`config.mk`:
```
export PLATFORM = sky130hd
export DESIGN_NAME = sort_readout_flat
export DESIGN_NICKNAME = d
export VERILOG_FILES = /design/src/rtl/sort_pkg.sv /design/src/rtl/sort_readout_if.sv /design/src/rtl/sort_readout_rise_det.sv /design/src/rtl/sort_readout.sv /design/src/flat_wrapper.sv
export SDC_FILE = /design/constraint.sdc
export NUM_CORES = 1
export LEC_CHECK = 0
export ABC_AREA = 1
export CAP_MARGIN = 20
export CORE_MARGIN = 1.5
export CORE_UTILIZATION = 37
export CTS_CLUSTER_SIZE = 12
export DETAILED_ROUTE_END_ITERATION = 6
export PLACE_DENSITY_LB_ADDON = 0.12
export SETUP_SLACK_MARGIN = 0.3
export SLEW_MARGIN = 25
export SYNTH_ARGS = -nofsm -noshare
export SYNTH_HDL_FRONTEND = slang
export SYNTH_SLANG_ARGS = --single-unit
```
`constraint.sdc`:
```
create_clock -name clk -period 1.3 [get_ports clk]
set_input_delay 0.26 -clock clk [delete_from_list [all_inputs] [get_ports clk]]
set_output_delay 0.26 -clock clk [all_outputs]
set_load 0.05 [all_outputs]
```
`src/rtl/sort_pkg.sv`:
```
// Shared defaults and FSM state encoding for the sorted-RAM readout block.
package sort_pkg;
    localparam int DEPTH_DEF = 8;
    localparam int AW_DEF    = 3;
    localparam int DW_DEF    = 8;

    typedef logic [2:0] state_t;
    localparam state_t IDLE = 3'd0;
    localparam state_t RD   = 3'd1;
    localparam state_t CAP  = 3'd2;
    localparam state_t OUT  = 3'd3;
    localparam state_t FIN  = 3'd4;
endpackage

```
`src/rtl/sort_readout_if.sv`:
```
// RAM read port plus valid/ready output stream; master = readout engine, slave = RAM/sink side.
interface sort_readout_if #(
    parameter int AW = 3,
    parameter int DW = 8
);
    logic [AW-1:0] ram_add;
    logic          ram_rd;
    logic [DW-1:0] ram_data;
    logic [DW-1:0] out_data;
    logic          out_valid;
    logic          out_ready;
    logic          out_last;

    modport master (
        output ram_add, ram_rd, out_data, out_valid, out_last,
        input  ram_data, out_ready
    );
    modport slave (
        input  ram_add, ram_rd, out_data, out_valid, out_last,
        output ram_data, out_ready
    );
endinterface

```
`src/rtl/sort_readout_rise_det.sv`:
```
// Registered rising-edge detector: rise is combinational from input vs. last-cycle copy.
// Latency: rise visible in the cycle the input first reads high; no backpressure.
// Backpressure: none, the copy tracks the input every cycle.
module rise_det (
    input  logic clk,
    input  logic rst,
    input  logic i_d,
    output logic o_rise
);
    logic r_q;

    always_ff @(posedge clk or negedge rst) begin
        if (!rst) r_q <= 1'b0;
        else      r_q <= i_d;
    end

    assign o_rise = i_d & ~r_q;
endmodule

```
`src/rtl/sort_readout.sv`:
```
// Streams DEPTH words from a registered-read RAM after each done_in rise; optional order check (READOUT_ORDER_CHECK_EN).
// Latency: first out_valid 3 edges after the rise is sampled, at least 3 cycles per word.
// Backpressure: out_data/out_last held in OUT until out_ready; no further RAM reads while stalled.
module sort_readout
    import sort_pkg::*;
#(
    parameter int DEPTH = DEPTH_DEF,
    parameter int AW    = AW_DEF,
    parameter int DW    = DW_DEF
) (
    input  logic            clk,
    input  logic            rst,
    input  logic            done_in,
    sort_readout_if.master  bus,
    output logic            busy,
    output logic            complete,
    output logic            order_err
);
    localparam logic [AW-1:0] LAST_IDX = AW'(DEPTH - 1);

    state_t        r_state;
    logic [AW-1:0] r_index;
    logic [DW-1:0] r_out_data;
    logic          w_rise;

    rise_det u_rise_det (
        .clk    (clk),
        .rst    (rst),
        .i_d    (done_in),
        .o_rise (w_rise)
    );

    always_ff @(posedge clk or negedge rst) begin
        if (!rst) begin
            r_state    <= IDLE;
            r_index    <= '0;
            r_out_data <= '0;
        end else begin
            case (r_state)
                IDLE: if (w_rise) begin
                    r_state <= RD;
                    r_index <= '0;
                end
                RD:   r_state <= CAP;
                CAP: begin
                    r_out_data <= bus.ram_data;
                    r_state    <= OUT;
                end
                OUT: if (bus.out_ready) begin
                    if (r_index == LAST_IDX) begin
                        r_state <= FIN;
                    end else begin
                        r_index <= r_index + 1'b1;
                        r_state <= RD;
                    end
                end
                FIN:     r_state <= IDLE;
                default: r_state <= IDLE;
            endcase
        end
    end

    assign bus.ram_rd    = (r_state == RD);
    assign bus.ram_add   = r_index;
    assign bus.out_data  = r_out_data;
    assign bus.out_valid = (r_state == OUT);
    assign bus.out_last  = (r_state == OUT) && (r_index == LAST_IDX);
    assign busy          = (r_state != IDLE);
    assign complete      = (r_state == FIN);

`ifdef READOUT_ORDER_CHECK_EN
    logic [DW-1:0] r_prev;
    logic          r_order_err;

    // Sorted data must be non-increasing; flag clears only when a fresh run starts.
    always_ff @(posedge clk or negedge rst) begin
        if (!rst) begin
            r_prev      <= '0;
            r_order_err <= 1'b0;
        end else if (r_state == IDLE && w_rise) begin
            r_order_err <= 1'b0;
        end else if (r_state == CAP) begin
            r_prev <= bus.ram_data;
            if (r_index != '0 && bus.ram_data > r_prev) r_order_err <= 1'b1;
        end
    end

    assign order_err = r_order_err;
`else
    assign order_err = 1'b0;
`endif
endmodule
```
`src/flat_wrapper.sv`:
```
// flat-port wrapper written by rule: the top's interface ports become plain ports
module sort_readout_flat import sort_pkg::*;
#(
    parameter int DEPTH = DEPTH_DEF,
    parameter int AW    = AW_DEF,
    parameter int DW    = DW_DEF
)
  (clk, rst, done_in, busy, complete, order_err, bus_ram_add, bus_ram_rd, bus_out_data, bus_out_valid, bus_out_last, bus_ram_data, bus_out_ready);
  sort_readout_if #(.AW(AW), .DW(DW)) bus_i ();
  input  logic clk;
  input  logic rst;
  input  logic done_in;
  output logic busy;
  output logic complete;
  output logic order_err;
  output wire logic [$bits(bus_i.ram_add)-1:0] bus_ram_add;
  output wire logic [$bits(bus_i.ram_rd)-1:0] bus_ram_rd;
  output wire logic [$bits(bus_i.out_data)-1:0] bus_out_data;
  output wire logic [$bits(bus_i.out_valid)-1:0] bus_out_valid;
  output wire logic [$bits(bus_i.out_last)-1:0] bus_out_last;
  input wire logic [$bits(bus_i.ram_data)-1:0] bus_ram_data;
  input wire logic [$bits(bus_i.out_ready)-1:0] bus_out_ready;
  assign bus_ram_add = bus_i.ram_add;
  assign bus_ram_rd = bus_i.ram_rd;
  assign bus_out_data = bus_i.out_data;
  assign bus_out_valid = bus_i.out_valid;
  assign bus_out_last = bus_i.out_last;
  assign bus_i.ram_data = bus_ram_data;
  assign bus_i.out_ready = bus_out_ready;
  sort_readout #(.DEPTH(DEPTH), .AW(AW), .DW(DW)) u_core (.clk(clk), .rst(rst), .done_in(done_in), .bus(bus_i), .busy(busy), .complete(complete), .order_err(order_err));
endmodule
```
==> results of run 1 <==
## critical path: cells and delay by family (launching register included)
| family | cells | cell delay, ns |
|---|---|---|
| buffers and inverters | 2 | 0.24 |
| adders and majority gates | 2 | 0.34 |
| and+or+nand+nor | 1 | 0.07 |
| DFF | 1 | 0.44 |
## repair_timing
action                                  4_1_cts  5_1_grt
endpoints found under the setup margin       30       30
gates cloned                                  1        0
gates resized for setup                      33       23
hold buffers                                  0        0
setup buffers                                 9       10
pin swaps                                     6        7
## stage by stage
stage               cell area [um2]  std cells  utilization (%)  setup slack, ns
floorplan                       769         74                -           -0.137
global placement               1290        134             73.2          -0.0441
detailed placement             1290        134             73.2          -0.0601
CTS                            1510        148             85.8           -0.316
global route                   1680        158             95.1           -0.375
finish                         1680        158             95.1           -0.347
## worst paths after layout
| kind | startpoint | endpoint | depth (start not counted) |
|---|---|---|---|
| hold / removal | rst | u_core.bus.out_data[1]$_DFFE_PN0N_ | 2 |
| min in group clk | done_in | u_core.u_rise_det.r_q$_DFF_PN0_ | 1 |
| setup reg to reg | u_core.bus.ram_add[0]$_DFFE_PN0P_ | u_core.bus.ram_add[0]$_DFFE_PN0P_ | 10 |
| hold reg to reg | u_core.bus.out_data[6]$_DFFE_PN0N_ | u_core.bus.out_data[6]$_DFFE_PN0N_ | 1 |
| max in group asynchronous | rst | u_core.r_state[0]$_DFFE_PN0P_ | 2 |
| setup / recovery | u_core.bus.ram_add[0]$_DFFE_PN0P_ | bus_out_last | 5 |
## area by class of cell
class                   count  area, um2
multi-input cells          50        497
well taps                  25       31.3
repair buffers             55        693
clock buffers               4       26.3
inverters                   9       47.5
fillers                    48       86.3
flip-flops and latches     15        383
## layout by cell type, fill, tap and decap left out, types with 3 or more instances in the layout
| cell | netlist | routed |
|---|---|---|
| nand2_1 | 17 | 7 |
| dfrtp_2 | 0 | 6 |
| clkbuf_4 | 0 | 3 |
| clkdlybuf4s50_1 | 0 | 11 |
| dfrtp_1 | 15 | 9 |
| buf_4 | 1 | 14 |
| inv_1 | 8 | 5 |
| nor2_1 | 9 | 5 |
| nor2_4 | 1 | 5 |
| buf_6 | 0 | 14 |
| mux2_4 | 0 | 8 |
| buf_12 | 0 | 16 |
| nand2_4 | 0 | 6 |
| nand2_2 | 2 | 5 |
## layer usage
layer / up-vias / global-route usage, % / share of wire [%] / wire length, um
li1: 357 / - / - / -
met1: 407 / 27.5 / 38 / 1250
met2: 40 / 46.0 / 54 / 1780
met3: 14 / 4.62 / 4.4 / 144
met4: 0 / 11.7 / 3.6 / 119
met5: - / 0 / 0 / 0
## sequential cells by signal (all words and copies together) (netlist names)
name                   cells
u_core.bus.out_data        8
u_core.bus.ram_add         3
u_core.r_state             3
u_core.u_rise_det.r_q      1
## Yosys cell counts (2+ instances only)
master    n
nand2_1  17
dfrtp_1  15
nor2_1    9
inv_1     8
mux2_2    8
nand3_1   3
ha_1      2
nand2_2   2
nor3_1    2
## power by group
group	leakage (nW)	internal [mW]	switching (mW)
registers	0.174	0.677	0.284
logic	0.610	1.91	1.83
clock network	0.0150	0.119	0.154
## logic make-up after synthesis
group | after synthesis | share of synthesized area, %
AND/OR/NAND/NOR | 37 | 23.9
flip-flops | 15 | 52.8
buffers and inverters | 10 | 5.81
multiplexers | 8 | 12.7
adder cells (fa/ha/maj) | 2 | 3.52
AO/OA/AOI/OAI | 1 | 0.704
other | 1 | 0.528
==> flow_summary_export.csv, run 1 <==
group,metric,value,unit
clock_tree,cts.path.max_buffers,2,
drt,drc,0,
synthesis,synthTopCellsByArea,"dfrtp_1, mux2_2, nand2_1, nor2_1, inv_1",
synthesis,yosysWarnings,0,
run,cap_viol_max_count,0,
timing,timing.final.ws_setup,-0.347,ns
synthesis,syn_area_per_cell,9.60,um2
critical_path,path_common_cell,"ha_4",
status,violations,"negative setup slack",
grt,gr-total-overflow,0,
finish,antennaDiodeCount,0,
power,p_total,4.98,mW
critical_path,cp.required,1.04,ns
floorplanning,die_h,46.8,um
status,status,"complete, but fails checks",
critical_path,ff2ff_setup_slack,-0.19,ns
drt,first_pass_iters,4,
critical_path,cp_slowest_stage_delay,0.44,ns
grt,grt_max_degree,16,
hold_path,hold_path.class,"input port to asynchronous set/reset pin",
grt,grt_first_pass_wirelength,3.68,mm
placed_design,hpwlAfterDp,1.29,mm
timing,finClkSkew,0.00526,ns
power,p_per_area,2970,mW/mm2
timing,drv_slew,0,
synthesis,async_flop_share,100,%
floorplanning,die_width,46.8,um
floorplanning,pin_count,29,
grt,antenna_found_initial,0,
finish,area_delta_synth_final,136,%
power,ir_worst_vdd,2380,uV
critical_path,critPathArrivalTime,1.39,ns
placed_design,io_buffers,27,
drt,postRouteAntennaNets,0,
timing,setup_viol,11,
critical_path,crit_path_end_kind,"output port",
drt,drt_wl_total,3.30,mm
critical_path,worstSetupPathType,"flip-flop to output port",
grt,track_usage,25.0,%
critical_path,cp_max_fo,2,
floorplanning,row_count,15,
clock_tree,numClockSinks,15,
timing,period_share,127,%
drt,post_drt_wl_per_cell,20.9,um
synthesis,synth-seq-area-share,52.8,%
synthesis,synth_cell_type_count,17,
synthesis,synth-main-ff-cell,"dfrtp_1",
critical_path,cp_slowest_cell,"dfrtp_2",
clock_tree,numCtsBuffers,3,
clock_tree,cts_root_buf,"clkbuf_4",
synthesis,syn_nets,88,
synthesis,synth_top_area_share,52.8,%
timing,timing.hold.ws,0.301,ns
drt,drt_iter0_drc,9,
timing,timing.fmax,0.607,GHz
synthesis,netlist_area,711,um2
timing,rsz0062_at_grt,"true",
finish,finish.net_count,148,
finish,drive_gt1_share,67.7,%
timing,fin_tns_setup,-2.19,ns
clock_tree,insertion_delay,0.29,ns
synthesis,yosys.area.top_type,"dfrtp_1",
floorplanning,initial_utilization,40.3,%
drt,viasPerCell,5.18,
critical_path,critPathLaunchType,"flip-flop",
power,p_leak,0.798,nW
grt,grt_pass1_vias,792,
drt,via_count,818,
synthesis,ys_seq_elements,15,
timing,report.final.hold_viol_count,0,
clock_tree,htreeDepth,1,
critical_path,crit_chain,"ha_4 -> ha_4 -> nand2_4 -> clkinvlp_4 -> buf_12",
floorplanning,core,0.00176,mm2
clock_tree,cts_tree,"built",
floorplanning,die_area,0.00219,mm2
clock_tree,clk_pin_slew,0.09,ns
placed_design,place_congestion,0.730,
synthesis,synth_edf_count,0,
timing,final.min_clock_period,1.65,ns
synthesis,syn_inst,74,
Power figures use the tool's default switching activity.
==> run 2, diff against run 1 <==
Settings changed: SKIP_CTS_REPAIR_TIMING from default to 1.
==> run 2 against run 1 <==
- the flow still finishes with violations (negative setup slack)
- count of clock-buffer cells in the layout is the same
- clock power is 3% lower
- clock skew shrank 0.0032 ns
- cell area is 14% lower
- critical path type unchanged
- critical endpoint unchanged
==> flow_summary_export.csv, run 2 (synthesized netlist as in run 1, its figures left out) <==
group,metric,value,unit
timing,drv_slew,0,
run,cap_viol_max_count,0,
power,seqPwrFrac,23.0,%
floorplanning,die_width,46.8,um
power,p_per_area,2870,mW/mm2
timing,setup_viol,9,
floorplanning,row_count,15,
status,violations,"negative setup slack",
drt,drc,0,
timing,period_share,125,%
grt,gr-total-overflow,0,
clock_tree,numClockSinks,15,
critical_path,crit_path_end_kind,"output port",
clock_tree,clk_pin_slew,0.09,ns
floorplanning,die_h,46.8,um
grt,track_usage,16.8,%
power,clockPowerShare,6.4,%
timing,rsz0062_at_grt,"true",
placed_design,hpwlAfterDp,1.29,mm
drt,via_count,655,
finish,area_delta_synth_final,102,%
floorplanning,core,0.00176,mm2
drt,post_drt_wl_per_cell,14.4,um
power,p_leak,0.689,nW
drt,viasPerCell,4.61,
drt,wl_met2,1.09,mm
grt,grt_pass1_vias,568,
critical_path,worstSetupPathType,"flip-flop to output port",
finish,antennaDiodeCount,0,
finish,drive_gt1_share,59.0,%
critical_path,critPathArrivalTime,1.36,ns
clock_tree,numCtsBuffers,3,
grt,antenna_found_initial,0,
timing,report.final.hold_viol_count,0,
critical_path,critPathLaunchType,"flip-flop",
clock_tree,htreeDepth,1,
clock_tree,cts_root_buf,"clkbuf_4",
status,status,"complete, but fails checks",
critical_path,ff2ff_setup_slack,-0.08,ns
critical_path,worst_r2r_endpoint,"u_core.bus.ram_add[2]$_DFFE_PN0P_",
drt,highest_layer,"met4",
placed_design,io_buffers,27,
clock_tree,cts_tree,"built",
finish,final_area,0.00144,mm2
power,intPower,2.26,mW
finish,final_common_cell,"buf_12",
finish,finish.net_count,132,
drt,wl_met1,852,um
critical_path,r2r-start,"u_core.bus.ram_add[0]$_DFFE_PN0P_",
timing,finClkSkew,0.00210,ns
timing,final.min_clock_period,1.62,ns
power,switching_share,45.1,%
drt,drt_wl_total,2.05,mm
critical_path,crit_start,"u_core.bus.ram_add[0]$_DFFE_PN0P_",
finish,largest_reg_flops,8,
floorplanning,die_area,0.00219,mm2
clock_tree,cts.path.max_buffers,2,
finish,final_cell_mix,"buf_12, clkdlybuf4s50_1, nand2_1, buf_4, dfrtp_1",
drt,first_pass_iters,4,
power,power_frac_comb,70.6,%
critical_path,cp.required,1.04,ns
critical_path,worst-r2r-cell-count,8,
power,p_sw,1.86,mW
clock_tree,insertion_delay,0.28,ns
critical_path,cp_max_fo,2,
placed_design,dpl_cell_area,0.00129,mm2
drt,postRouteAntennaNets,0,
hold_path,hold_path.class,"input port to asynchronous set/reset pin",
drt,met3RoutedLength,88,um
timing,timing.fmax,0.617,GHz
drt,drt_iter0_drc,4,
grt,grt_first_pass_wirelength,2.52,mm
floorplanning,pin_count,29,
timing,timing.final.ws_setup,-0.320,ns
floorplanning,initial_utilization,40.3,%
grt,grt_max_degree,16,
power,ir_worst_vdd,1870,uV
placed_design,place_congestion,0.730,
finish,postLayoutCoreUtil,81.3,%
## run 2: changes by cell type in the layout (fill, tap and decap cells not counted), sizes merged
cell	before	now
buf	44	29
nand3	5	4
## run 2: through the flow
stage / setup TNS [ns] / total power, mW / hold WS [ns] / worst slack, ns / cells
final: -1.39 / 4.12 / 0.283 / -0.320 / 142
after global routing: -1.88 / 4.32 / 0.284 / -0.358 / 142
after CTS: -1.26 / 3.76 / 0.280 / -0.333 / 138
after detailed placement: -0.164 / 3.49 / 0.566 / -0.0601 / 134
after global placement: -0.117 / 3.42 / 0.553 / -0.0441 / 134
after floorplan: -0.297 / 2.16 / -0.0356 / -0.137 / 74
## run 2: how the worst max path moves through the flow
| stage | endpoint | slack (ns) | cells after the start |
|---|---|---|---|
| 2_1_floorplan | bus_out_last | -0.14 | 4 |
| 3_3_place_gp | u_core.bus.ram_add[2]$_DFFE_PN0P_ | -0.04 | 7 |
| 3_5_place_dp | u_core.bus.ram_add[2]$_DFFE_PN0P_ | -0.06 | 7 |
| 4_1_cts | bus_out_last | -0.33 | 5 |
| 5_1_grt | bus_out_last | -0.36 | 5 |
| 6_report | bus_out_last | -0.32 | 5 |
## run 2: area by class of cell
cell class,instances,area [um2]
Tap cell,25,31.3
Clock buffer,4,26.3
Timing Repair Buffer,40,543
Sequential cell,15,383
Fill cell,110,329
Inverter,9,40.0
Multi-Input combinational cell,49,412
## run 2: power by group through the flow
| stage | sequential, mW | combinational, mW | clock (mW) |
|---|---|---|---|
| 2_1_floorplan | 1.39 | 0.770 | 0 |
| 3_3_place_gp | 0.896 | 2.53 | 0 |
| 3_5_place_dp | 0.917 | 2.57 | 0 |
| 4_1_cts | 0.908 | 2.58 | 0.271 |
| 5_1_grt | 0.966 | 3.05 | 0.298 |
| 6_report | 0.947 | 2.91 | 0.265 |
## run 2: metal layers
layer,vias up,global-route usage [%]
li1,317,-
met1,318,22.1
met2,18,25.5
met3,2,5.77
met4,0,6.67
met5,-,0
## run 2: critical path: stages, from the launching register on
cell and delay (ns):
dfrtp_2 0.44, ha_4 0.17, ha_4 0.16, nand2_4 0.07, clkinvlp_4 0.09, buf_12 0.15
